File: src/rtl/sub_ctrl_pkg.sv
// rtl/sub_ctrl_pkg.sv - shared encodings for the nibble-serial subtract controller
package sub_ctrl_pkg;

  localparam logic [1:0] IDLE_ENC = 2'd0;
  localparam logic [1:0] RUN_ENC  = 2'd1;
  localparam logic [1:0] DONE_ENC = 2'd2;
  localparam int NIB_BITS = 4;

  typedef enum logic [1:0] {
    IDLE = IDLE_ENC,
    RUN  = RUN_ENC,
    DONE = DONE_ENC
  } state_e;

endpackage

File: src/rtl/sub4_slice.sv
// rtl/sub4_slice.sv - 4-bit ripple-borrow subtractor, d = a - b - bin
module sub4_slice
  import sub_ctrl_pkg::*;
(
  input  logic [NIB_BITS-1:0] a,
  input  logic [NIB_BITS-1:0] b,
  input  logic                bin,
  output logic [NIB_BITS-1:0] d,
  output logic                bout
);

  logic [NIB_BITS:0] brw;

  always_comb begin
    brw    = '0;
    d      = '0;
    brw[0] = bin;
    for (int i = 0; i < NIB_BITS; i++) begin
      d[i]     = a[i] ^ b[i] ^ brw[i];
      brw[i+1] = (~a[i] & b[i]) | (~(a[i] ^ b[i]) & brw[i]);
    end
    bout = brw[NIB_BITS];
  end

endmodule

File: src/rtl/nibble_serial_sub_ctrl.sv
// rtl/nibble_serial_sub_ctrl.sv - WIDTH-bit a - b - bin computed one nibble per clock
// through a single 4-bit slice, with valid/ready operand and result handshakes.
module nibble_serial_sub_ctrl
  import sub_ctrl_pkg::*;
#(
  parameter int WIDTH = 16
) (
  input  logic             clk,
  input  logic             rst_n,
  input  logic             start_valid,
  output logic             start_ready,
  input  logic [WIDTH-1:0] a,
  input  logic [WIDTH-1:0] b,
  input  logic             bin,
  output logic             res_valid,
  input  logic             res_ready,
  output logic [WIDTH-1:0] diff,
  output logic             bout,
  output logic             zero,
  output logic             ovf,
  output logic             busy
);

  localparam int NIB   = WIDTH / 4;
  localparam int IDX_W = (NIB > 1) ? $clog2(NIB) : 1;
  localparam logic [IDX_W-1:0] IDX_LAST = IDX_W'(NIB - 1);

  if ((WIDTH % 4) != 0 || WIDTH < 8) begin : g_bad_width
    $error("nibble_serial_sub_ctrl: WIDTH must be a multiple of 4 and >= 8");
  end

  state_e            state_q, state_d;
  logic [IDX_W-1:0]  idx_q, idx_d;
  logic [WIDTH-1:0]  a_q, a_d;
  logic [WIDTH-1:0]  b_q, b_d;
  logic              brw_q, brw_d;
  logic [WIDTH-1:0]  diff_q, diff_d;
  logic              bout_q, bout_d;
  logic              zero_q, zero_d;
  logic              ovf_q, ovf_d;

  logic [NIB_BITS-1:0] sl_a, sl_b, sl_d;
  logic                sl_bout;

  assign sl_a = a_q[idx_q*NIB_BITS +: NIB_BITS];
  assign sl_b = b_q[idx_q*NIB_BITS +: NIB_BITS];

  sub4_slice u_slice (
    .a    (sl_a),
    .b    (sl_b),
    .bin  (brw_q),
    .d    (sl_d),
    .bout (sl_bout)
  );

  always_comb begin
    state_d = state_q;
    idx_d   = idx_q;
    a_d     = a_q;
    b_d     = b_q;
    brw_d   = brw_q;
    diff_d  = diff_q;
    bout_d  = bout_q;
    zero_d  = zero_q;
    ovf_d   = ovf_q;
    case (state_q)
      IDLE: begin
        if (start_valid) begin
          a_d     = a;
          b_d     = b;
          brw_d   = bin;
          idx_d   = '0;
          state_d = RUN;
        end
      end
      RUN: begin
        diff_d[idx_q*NIB_BITS +: NIB_BITS] = sl_d;
        brw_d = sl_bout;
        // Flags see the fully assembled diff, including the nibble written this cycle.
        if (idx_q == IDX_LAST) begin
          bout_d  = sl_bout;
          zero_d  = (diff_d == '0);
          ovf_d   = (a_q[WIDTH-1] ^ b_q[WIDTH-1]) & (a_q[WIDTH-1] ^ diff_d[WIDTH-1]);
          idx_d   = '0;
          state_d = DONE;
        end else begin
          idx_d = idx_q + 1'b1;
        end
      end
      DONE: begin
        if (res_ready) begin
          state_d = IDLE;
        end
      end
      default: state_d = IDLE;
    endcase
  end

  always_ff @(posedge clk or negedge rst_n) begin
    if (!rst_n) begin
      state_q <= IDLE;
      idx_q   <= '0;
      a_q     <= '0;
      b_q     <= '0;
      brw_q   <= 1'b0;
      diff_q  <= '0;
      bout_q  <= 1'b0;
      zero_q  <= 1'b0;
      ovf_q   <= 1'b0;
    end else begin
      state_q <= state_d;
      idx_q   <= idx_d;
      a_q     <= a_d;
      b_q     <= b_d;
      brw_q   <= brw_d;
      diff_q  <= diff_d;
      bout_q  <= bout_d;
      zero_q  <= zero_d;
      ovf_q   <= ovf_d;
    end
  end

  assign start_ready = (state_q == IDLE);
  assign res_valid   = (state_q == DONE);
  assign busy        = (state_q != IDLE);
  assign diff        = diff_q;
  assign bout        = bout_q;
  assign zero        = zero_q;
  assign ovf         = ovf_q;

endmodule

File: config.mk
export PLATFORM = sky130hd
export DESIGN_NAME = nibble_serial_sub_ctrl
export DESIGN_NICKNAME = d
export VERILOG_FILES = /design/src/rtl/sub_ctrl_pkg.sv /design/src/rtl/sub4_slice.sv /design/src/rtl/nibble_serial_sub_ctrl.sv
export SDC_FILE = /design/constraint.sdc
export NUM_CORES = 1
export LEC_CHECK = 0
export CAP_MARGIN = 20
export CORE_UTILIZATION = 55
export CTS_CLUSTER_DIAMETER = 40
export DETAILED_ROUTE_END_ITERATION = 10
export HOLD_SLACK_MARGIN = 0.03
export PLACE_DENSITY_LB_ADDON = 0.15
export SETUP_SLACK_MARGIN = 0.05
export SLEW_MARGIN = 20
export SYNTH_ARGS = -nofsm -noshare
export SYNTH_HDL_FRONTEND = slang
export SYNTH_SLANG_ARGS = --single-unit
File: constraint.sdc
create_clock -name clk -period 5.8 [get_ports clk]
set_clock_uncertainty 0.15 [all_clocks]
set_input_delay 1.16 -clock clk [delete_from_list [all_inputs] [get_ports clk]]
set_output_delay 1.16 -clock clk [all_outputs]
set_load 0.05 [all_outputs]
## Yosys cells after proc, flatten, opt, wreduce, memory -nomap -nowiden

Cells that the tools add are included.
Widths: inputs -> output; s select.

| operators by class | value |
|---|---|
| $add $sub $neg | 2 |
| equality and inequality tests | 6 |
| shift-type cells | 4 |
| muxes and demuxes | 10 |
| bitwise operators | 31 |
| reductions and logical operators | 8 |

Operators with widths:

| cell | count |
|---|---|
| $neg 4->34 | 1 |
| $shift 4x34->16 const A | 1 |
| $shiftx 4x34->16 | 1 |
| $shiftx 16x5->4 | 2 |
| $bwmux 16 | 1 |
| $logic_not 16->1 | 1 |
| $mux 2 | 5 |
| $xor 1x1->1 | 10 |
| $and 1x1->1 | 9 |
| $not 1->1 | 8 |
| $pmux 2 s3 | 1 |
| $reduce_and 2->1 | 3 |
| $eq 2x2->1 const B | 2 |
| $ne 2x2->1 const B | 2 |
| $or 1x1->1 | 4 |
| $pmux 2 s2 | 1 |
| $reduce_bool 2->1 | 2 |
| $reduce_and 3->1 | 1 |
| $add 2x1->2 const B | 1 |
| $eq 2x1->1 const B | 1 |
| $logic_not 2->1 | 1 |
| $ne 2x1->1 const B | 1 |
| $pmux 1 s2 | 1 |
| $mux 1 | 1 |

| storage, ports and cells | value |
|---|---|
| flip-flop bits (word level) | 56 |
| input port bits | 37 |
| output and inout port bits | 22 |
| word-level logic and storage cells | 70 |

## Depth between registers and ports, before layout

| logic depth | value |
|---|---|
| word-level depth | 14 |
| mapped depth | 14 |

## Modules after synthesis

From an unflattened synthesis, not the netlist that was laid out.

| unflattened totals | value |
|---|---|
| cells, all modules | 275 |
| area, all modules | 2773.9 um^2 |

By module, submodules not included:

| module | instances | cells an instance | area each (um^2) | seq. area each (um^2) |
|---|---|---|---|---|
| nibble_serial_sub_ctrl | 1 | 261 | 2656.3 | 1401.3 |
| sub4_slice | 1 | 14 | 117.6 | 0.0 |

## Worst setup path after synthesis

Ideal clock, no wire load.

| path | value |
|---|---|
| path type | register to register |
| from | reg idx_q[0] |
| to | reg ovf_q, in the netlist ovf |
| setup time | 0.084 ns |
| data arrival time | 3.603 ns |
| required time | 5.566 ns |
| path slack | 1.963 ns |
| stages on the path, launching flop included | 15 |
| path buffers | 2 |
| period minus slack after synthesis | 3.837 ns |
| cells stage by stage | dfrtp_1 -> buf_4 -> buf_2 -> mux4_2 -> inv_1 -> fa_1 -> inv_1 -> fa_1 -> fa_1 -> inv_1 -> fa_1 -> nor2_1 -> mux2i_1 -> or3b_1 -> a41oi_2 |

| between the ends | value |
|---|---|
| longest elaborated chain between the ends | 14 |
| elaborated cells between the ends (all ways) | 33 |
| those cells by class | add/sub: 1; eq/ne: 1; shift: 4; mux: 1; bitwise: 25; reduce/logical: 1 |

RTL lines:

| item | line | RTL |
|---|---|---|
| from (decl) | nibble_serial_sub_ctrl.sv:33 | `logic [IDX_W-1:0] idx_q, idx_d;` |
| from (signal assigned) | nibble_serial_sub_ctrl.sv:112 | `idx_q <= idx_d;` |
| $shiftx 16x5->4 (on tied branches) | nibble_serial_sub_ctrl.sv:45, nibble_serial_sub_ctrl.sv:46 |  |
| $xor 1x1->1 | sub4_slice.sv:19, sub4_slice.sv:20 |  |
| $not 1->1 | sub4_slice.sv:20 | `brw[i+1] = (~a[i] & b[i]) \| (~(a[i] ^ b[i]) & brw[i]);` |
| $and 1x1->1 | sub4_slice.sv:20 |  |
| $or 1x1->1 | sub4_slice.sv:20 |  |
| $and 1x1->1 | sub4_slice.sv:20 |  |
| $or 1x1->1 | sub4_slice.sv:20 |  |
| $and 1x1->1 | sub4_slice.sv:20 |  |
| $or 1x1->1 | sub4_slice.sv:20 |  |
| $xor 1x1->1 | sub4_slice.sv:19 | `d[i] = a[i] ^ b[i] ^ brw[i];` |
| $shiftx 4x34->16 | nibble_serial_sub_ctrl.sv:77 | `diff_d[idx_q*NIB_BITS +: NIB_BITS] = sl_d;` |
| $bwmux 16 | nibble_serial_sub_ctrl.sv:77 |  |
| $xor 1x1->1 | nibble_serial_sub_ctrl.sv:83 | `ovf_d = (a_q[WIDTH-1] ^ b_q[WIDTH-1]) & (a_q[WIDTH-1] ^ diff_d[WIDTH-1]);` |
| $and 1x1->1 | nibble_serial_sub_ctrl.sv:83 |  |
| to (signal assigned) | nibble_serial_sub_ctrl.sv:119 | `ovf_q <= ovf_d;` |
| to (decl) | nibble_serial_sub_ctrl.sv:40 | `logic ovf_q, ovf_d;` |

Parallel ways exist; a longest one is shown, timed or not.
A chain may end at the register's enable or synchronous reset.

## Worst setup path after layout

| path | value |
|---|---|
| from | reg idx_q[1] |
| to | reg ovf_q, in the netlist ovf |

The elaborated chain is that of the path after synthesis.

==> impl_results.md <==
* First-pass GRT wire length at 10,440 µm
* Port buffer count at 58
* Critical path endpoint category: flip-flop
* Cts repair resizes at 0
* Min cycle time layout at 3.724 ns
* HP Class: flip-flop to flip-flop
* Reg2Reg Depth at 12
* CP Class: flip-flop to flip-flop
* WP data required at 5.88 ns
* Hold violation count in the final report at 0
* PD cells at 621.5 nW/µm²
* Number of max-cap violations at 0
* TritonCTS clock tree: built
* Async set or reset register ratio after synthesis at 1.000
* DR vias/cell at 5.264
* Post-CTS Setup Bufs at 0
* Chip height at 73.16 µm
* Top FF cell, synth: dfrtp_1
* Routed Antenna Nets at 0
* Boundary Pins at 59
* Core ar. at 4786 µm²
* Initial Util at 0.5820
* Mapped Area at 2785 µm²
* Final core occ at 0.7271
* # hold bufs at CTS at 0
* H-tree depth at 2
* Cells after synthesis at 293
* Share of cells above drive strength 1 at 0.07225
* TritonCTS sink count at 56
* Slew HR at 0.5351
* Final critical-path share of the clock period at 0.6421
* Syn Area/Cell at 9.506 µm²
* Status: finished clean
* Placement Rows at 25
* Diode count at 0
* Leak pwr at 0.001617 µW
* GRT Residual Overflow at 0
* CP Launch Type: flip-flop
* Maximum VDD drop at 0.4287 mV
* Clk buf depth at 2
* Largest net degree at the start of global routing at 57
* Die area at 5352 µm²
* Final Instance Area at 3480 µm²
* Total track usage at 0.2618
* Worst-Margin Slew at 0.6974 ns
* Gpl congestion at 0.8397
* EDFF count, synth at 0
* Skew-Pair Late Insertion Delay at 0.31 ns
* Syn. warnings at 0
* Starting DRT DRC Count at 141
* WP data arrival at 3.81 ns
* Antenna violations before repair at 0
* Setup violators final at 0
* Number of max-slew violations in the final report at 0
* Vias at 2,174
* Post-route DRC violation count at 0
* Root buf cell: clkbuf_8
* Clock slew at reported path FFs at 0.09 ns
* FF+latch count, synth at 56
* DR WL/cell at 14.75 µm
* Vias in the first global route at 2,147
* R2R setup slack at 2.08 ns
* Crit Path Max Fanout at 12
* Register area share after synthesis at 0.5031
* Setup TNS at 0 ns
* NumNets Final at 393
* Unrepaired setup endpoints after global routing: no
* Fill count at 375
* Final Routed Wirelength at 6090 µm
* Hold depth at 2
* Die W at 73.16 µm
* DP Area at 3379 µm²
* CTS buffer count at 5
* Post-DP HPWL at 4396 µm
* Fmax at 268.5 MHz
* Mapped Nets at 340
* Post-synthesis to final-layout area growth at 24.93%
* Count of cell types in the netlist at 39
* Drt pass-1 iters at 5
[state kept, by name, indices dropped and copies added, names as in the netlist]
name	cells
a_q	16
b_q	16
bout	1
brw_q	1
diff	16
idx_q	2
ovf	1
state_q	2
zero	1
[power by group]
group | internal (µW) | leakage, µW | switching [µW]
clock network | 107 | 0.0000503 | 121
logic | 486 | 0.000852 | 766
registers | 556 | 0.000715 | 127
total | 1150 | 0.00162 | 1010
[metrics by stage]
stage / setup WS (ns) / std cells / power, µW / hold slack [ns]
2_1_floorplan: 1.963 / 293 / 1573 / 0.2903
3_3_place_gp: 2.192 / 406 / 1904 / 0.3034
3_5_place_dp: 2.077 / 406 / 1933 / 0.3135
4_1_cts: 2.072 / 413 / 2159 / 0.3364
5_1_grt: 1.861 / 413 / 2319 / 0.3568
6_report: 2.076 / 413 / 2163 / 0.3346
[cell usage after synthesis, types with 2 or more instances]
master	number	area (µm²)
a22oi_1	2	15.01
buf_6	3	33.78
nand2_1	123	461.7
ha_1	6	75.07
nor2_1	7	26.28
nand3_1	4	20.02
nand3b_1	2	15.01
o31ai_1	3	22.52
inv_1	13	48.80
nand2b_1	2	12.51
mux2i_1	3	30.03
mux4_2	8	180.2
a21oi_1	2	10.01
and2_1	2	12.51
or3b_1	2	17.52
nor2b_1	2	12.51
a22o_1	2	17.52
o2111ai_1	2	17.52
a32o_1	2	20.02
fa_1	4	80.08
dfrtp_1	56	1401
nor3_1	5	25.02
o21ai_0	14	70.07
clkbuf_1	9	33.78
[layer usage]
| metal | share of wire | wire length [µm] | track usage |
|---|---|---|---|
| met3 | 0.045 | 275 | 0.03315 |
| met1 | 0.46 | 2825 | 0.3787 |
| met2 | 0.48 | 2937 | 0.4136 |
| met4 | 0.0084 | 51 | 0.08279 |
| met5 | 0 | 0 | 0 |
[critical path, cell delays in order (launching register included)]
cell	delay, ns
dfrtp_1	0.63
mux4_2	0.37
inv_1	0.09
fa_1	0.18
inv_1	0.06
fa_1	0.38
fa_1	0.36
inv_1	0.07
fa_1	0.52
nor2_1	0.14
mux2i_1	0.12
or3b_1	0.39
a41oi_2	0.19
[area by class of cell]
class	instances	area (µm²)	area share
multi-input cells	210	1259	0.3617
clock buffers	7	96.34	0.02769
well taps	67	83.83	0.02409
inverters	13	48.80	0.01402
flip-flops and latches	56	1401	0.4027
repair buffers	60	590.6	0.1697
[kinds of logic after synthesis]
family          synth area share
buf+inv                  0.04627
compound gates           0.08402
mux                      0.07951
flops                     0.5031
fa+ha+maj                0.05571
simple gates              0.2314
[path summary, 6_finish.rpt]
check | from | to
min in group asynchronous | rst_n | a_q[9]$_DFFE_PN0P_
hold reg to reg | a_q[11]$_DFFE_PN0P_ | a_q[11]$_DFFE_PN0P_
setup reg to reg | idx_q[1]$_DFFE_PN0P_ | ovf$_DFFE_PN0P_
setup / recovery | idx_q[1]$_DFFE_PN0P_ | ovf$_DFFE_PN0P_
hold / removal | a_q[11]$_DFFE_PN0P_ | a_q[11]$_DFFE_PN0P_
max in group asynchronous | rst_n | zero$_DFFE_PN0P_
[layout by cell type (no fill, tap or decap), types with 2 or more instances in the layout]
master,n
o2111ai_1,2
a22oi_1,2
clkdlybuf4s50_1,57
mux4_2,8
a22o_1,2
inv_1,13
nor3_1,5
o31ai_1,3
clkbuf_8,7
nand3_1,4
o21ai_0,14
or3b_1,2
nand3b_1,2
ha_1,6
nor2_1,7
buf_4,2
nand2_1,122
nor2b_1,2
fa_1,4
a21oi_1,2
mux2i_1,3
dfrtp_1,56
a32o_1,2
nand2b_1,2
Power figures use the tool's default switching activity.
==> patch: new RTL, same flow settings <==
Set the parameter `WIDTH` to 64 (it was 16).
--- a/src/rtl/nibble_serial_sub_ctrl.sv
+++ b/src/rtl/nibble_serial_sub_ctrl.sv
@@ -3,7 +3,7 @@
 module nibble_serial_sub_ctrl
   import sub_ctrl_pkg::*;
 #(
-  parameter int WIDTH = 16
+  parameter int WIDTH = 64
 ) (
   input  logic             clk,
   input  logic             rst_n,
Ports: changed (resized a, b and diff); port bits go from 59 to 203. The function was not compared with the original's and may differ.
==> patch against the original RTL <==
- design area rose to 3.7 times the old value
- sequential power grew to 3.7 times the old value
- global-route usage is 1.5 points higher
- synthesized area rose to 3.5 times the old value
- combinational power rose to 3.4 times the old value
- setup slack worse by 1.6 ns
- first-iteration DRC count grew to 2.7 times the old value
- total power grew to 3.9 times the old value
- sequential cell count increased by 146
- count of clock-buffer cells in the layout up 22
- routed wire length increased to 3.9 times the old value
==> patch: results (changes against the original RTL) <==
Run status
  – Status: finished clean (unchanged)

Detailed routing
  – Violation count after the first detailed-route iteration: 376 (was 141)
  – WL met2: 11,600 um (was 2940 um)
  – Final WL: 24,000 um (was 6090 um)
  – Routed len/inst: 20.9 um (was 14.7 um)
  – Met1 wire length: 10,100 um (was 2830 um)
  – Met3 wire length: 1390 um (was 275 um)
  – Drt first pass iters: 6 (was 5)
  – DR vias: 6,718 (was 2,174)

Setup path
  – Crit-path max cell delay: 0.77 ns (was 0.63 ns)
  – CP delay by family, top: adder cells (unchanged)
  – Slowest cell on the critical path: dfrtp_2 (was dfrtp_1)
  – Worst EP arrival: 5.58 ns (was 3.81 ns)
  – Worst-path fanout max: 19 (was 12)

Clock tree
  – CTS clk-pin slew, worst paths: 0.06 ns (was 0.09 ns)
  – Skew-Pair Late Insertion Delay: 0.53 ns (was 0.31 ns)
  – Clk root buf: clkbuf_16 (was clkbuf_8)
  – Clk buf depth: 3 (was 2)
  – CTS buffer count: 29 (was 5)
  – Htree depth: 1 (was 2)

Global route
  – GRT Overall Usage: 27.7% (was 26.2%)
  – GRT met1 Usage: 38.2% (was 37.9%)
  – GR met3 Demand/Resource: 4.35% (was 3.31%)
  – First-pass GRT wire length: 38,400 um (was 10,400 um)
  – M2 GR Usage: 44.5% (was 41.4%)
  – Vias in the first global route: 7,046 (was 2,147)
  – Largest net degree at the start of global routing: 118 (was 57)

Synthesis
  – Multiplexer share of the synthesized area: 33.5% (was 7.95%)
  – Xor/xnor cell area share of the yosys netlist: 0.168% (was 0%)
  – Synth Area in Compound Gates: 2.71% (was 8.40%)
  – Register area share after synthesis: 52.4% (was 50.3%)
  – Adder-Cell Fraction of Synth Area: 1.61% (was 5.57%)
  – Library cells used by synthesis: 46 (was 39)
  – Mapped Avg Cell Area: 13.9 um^2 (was 9.51 um^2)
  – Post-synth top cells: 202 x dfrtp_1, 194 x mux2_2, 44 x nor2_1 (was 123 x nand2_1, 56 x dfrtp_1, 14 x o21ai_0)
  – Synth top area cells: dfrtp_1 52%, mux2_2 23%, mux4_2 9.3% (was dfrtp_1 50%, nand2_1 17%, mux4_2 6.5%)
  – Syn nets: 839 (was 340)

STA
  – Rel. slew slack: 37.6% (was 53.5%)

Placement
  – Cell count after placement: 1,097 (was 406)
  – Post-DP HPWL: 17,300 um (was 4400 um)
  – Dpl cell area: 0.0119 mm^2 (was 0.00338 mm^2)
  – Global placement routability congestion: 0.938 (was 0.840)
  – Pre-CTS setup slack: 0.604 ns (was 2.08 ns)
  – Port Buffers: 202 (was 58)

Final layout
  – Fill cells: 1,060 (was 375)
  – Layout cells sized above 1: 33.5% (was 7.23%)
  – Final net count: 1,046 (was 393)

Power
  – Worst VDD drop: 0.396 mV (was 0.429 mV)
  – Static leakage: 5.40 nW (was 1.62 nW)
  – Sw frac: 40.9% (was 46.9%)
  – Gate power share: 49.4% (was 57.9%)
  – Clock network power: 1.78 mW (was 228 uW)
  – Total power: 8.47 mW (was 2.16 mW)

Hold path
  – Min-Delay Path Class: flip-flop to flip-flop (unchanged)
==> patch: cell types whose count changed after synthesis, sizes merged, moves of 9 or more <==
cell,before,now
buf,5,19
nand2,123,23
mux2,1,195
nor2,7,45
o21ai,14,23
nor3,5,17
mux4,8,40
dfrtp,56,202
mux2i,3,13
==> patch: worst paths after layout <==
check                         start  endpoint  slack, ns  depth (start not counted)
max                        idx_q[0]      zero       0.52                         16
min                         b_q[58]   b_q[58]       0.35                          1
max reg2reg                idx_q[0]      zero       0.52                         16
min reg2reg                 b_q[58]   b_q[58]       0.35                          1
max in group asynchronous     rst_n  idx_q[1]       3.75                          2
min in group asynchronous     rst_n   a_q[13]       0.62                          1
==> patch: layout make-up <==
class                   count  area [um^2]  share of cell area, %
multi-input cells         444         4390                   34.1
clock inverters            22          265                   2.06
inverters                  15         56.3                  0.437
clock buffers              29          726                   5.64
repair buffers            211         2090                   16.3
well taps                 225          282                   2.19
flip-flops and latches    202         5060                   39.3
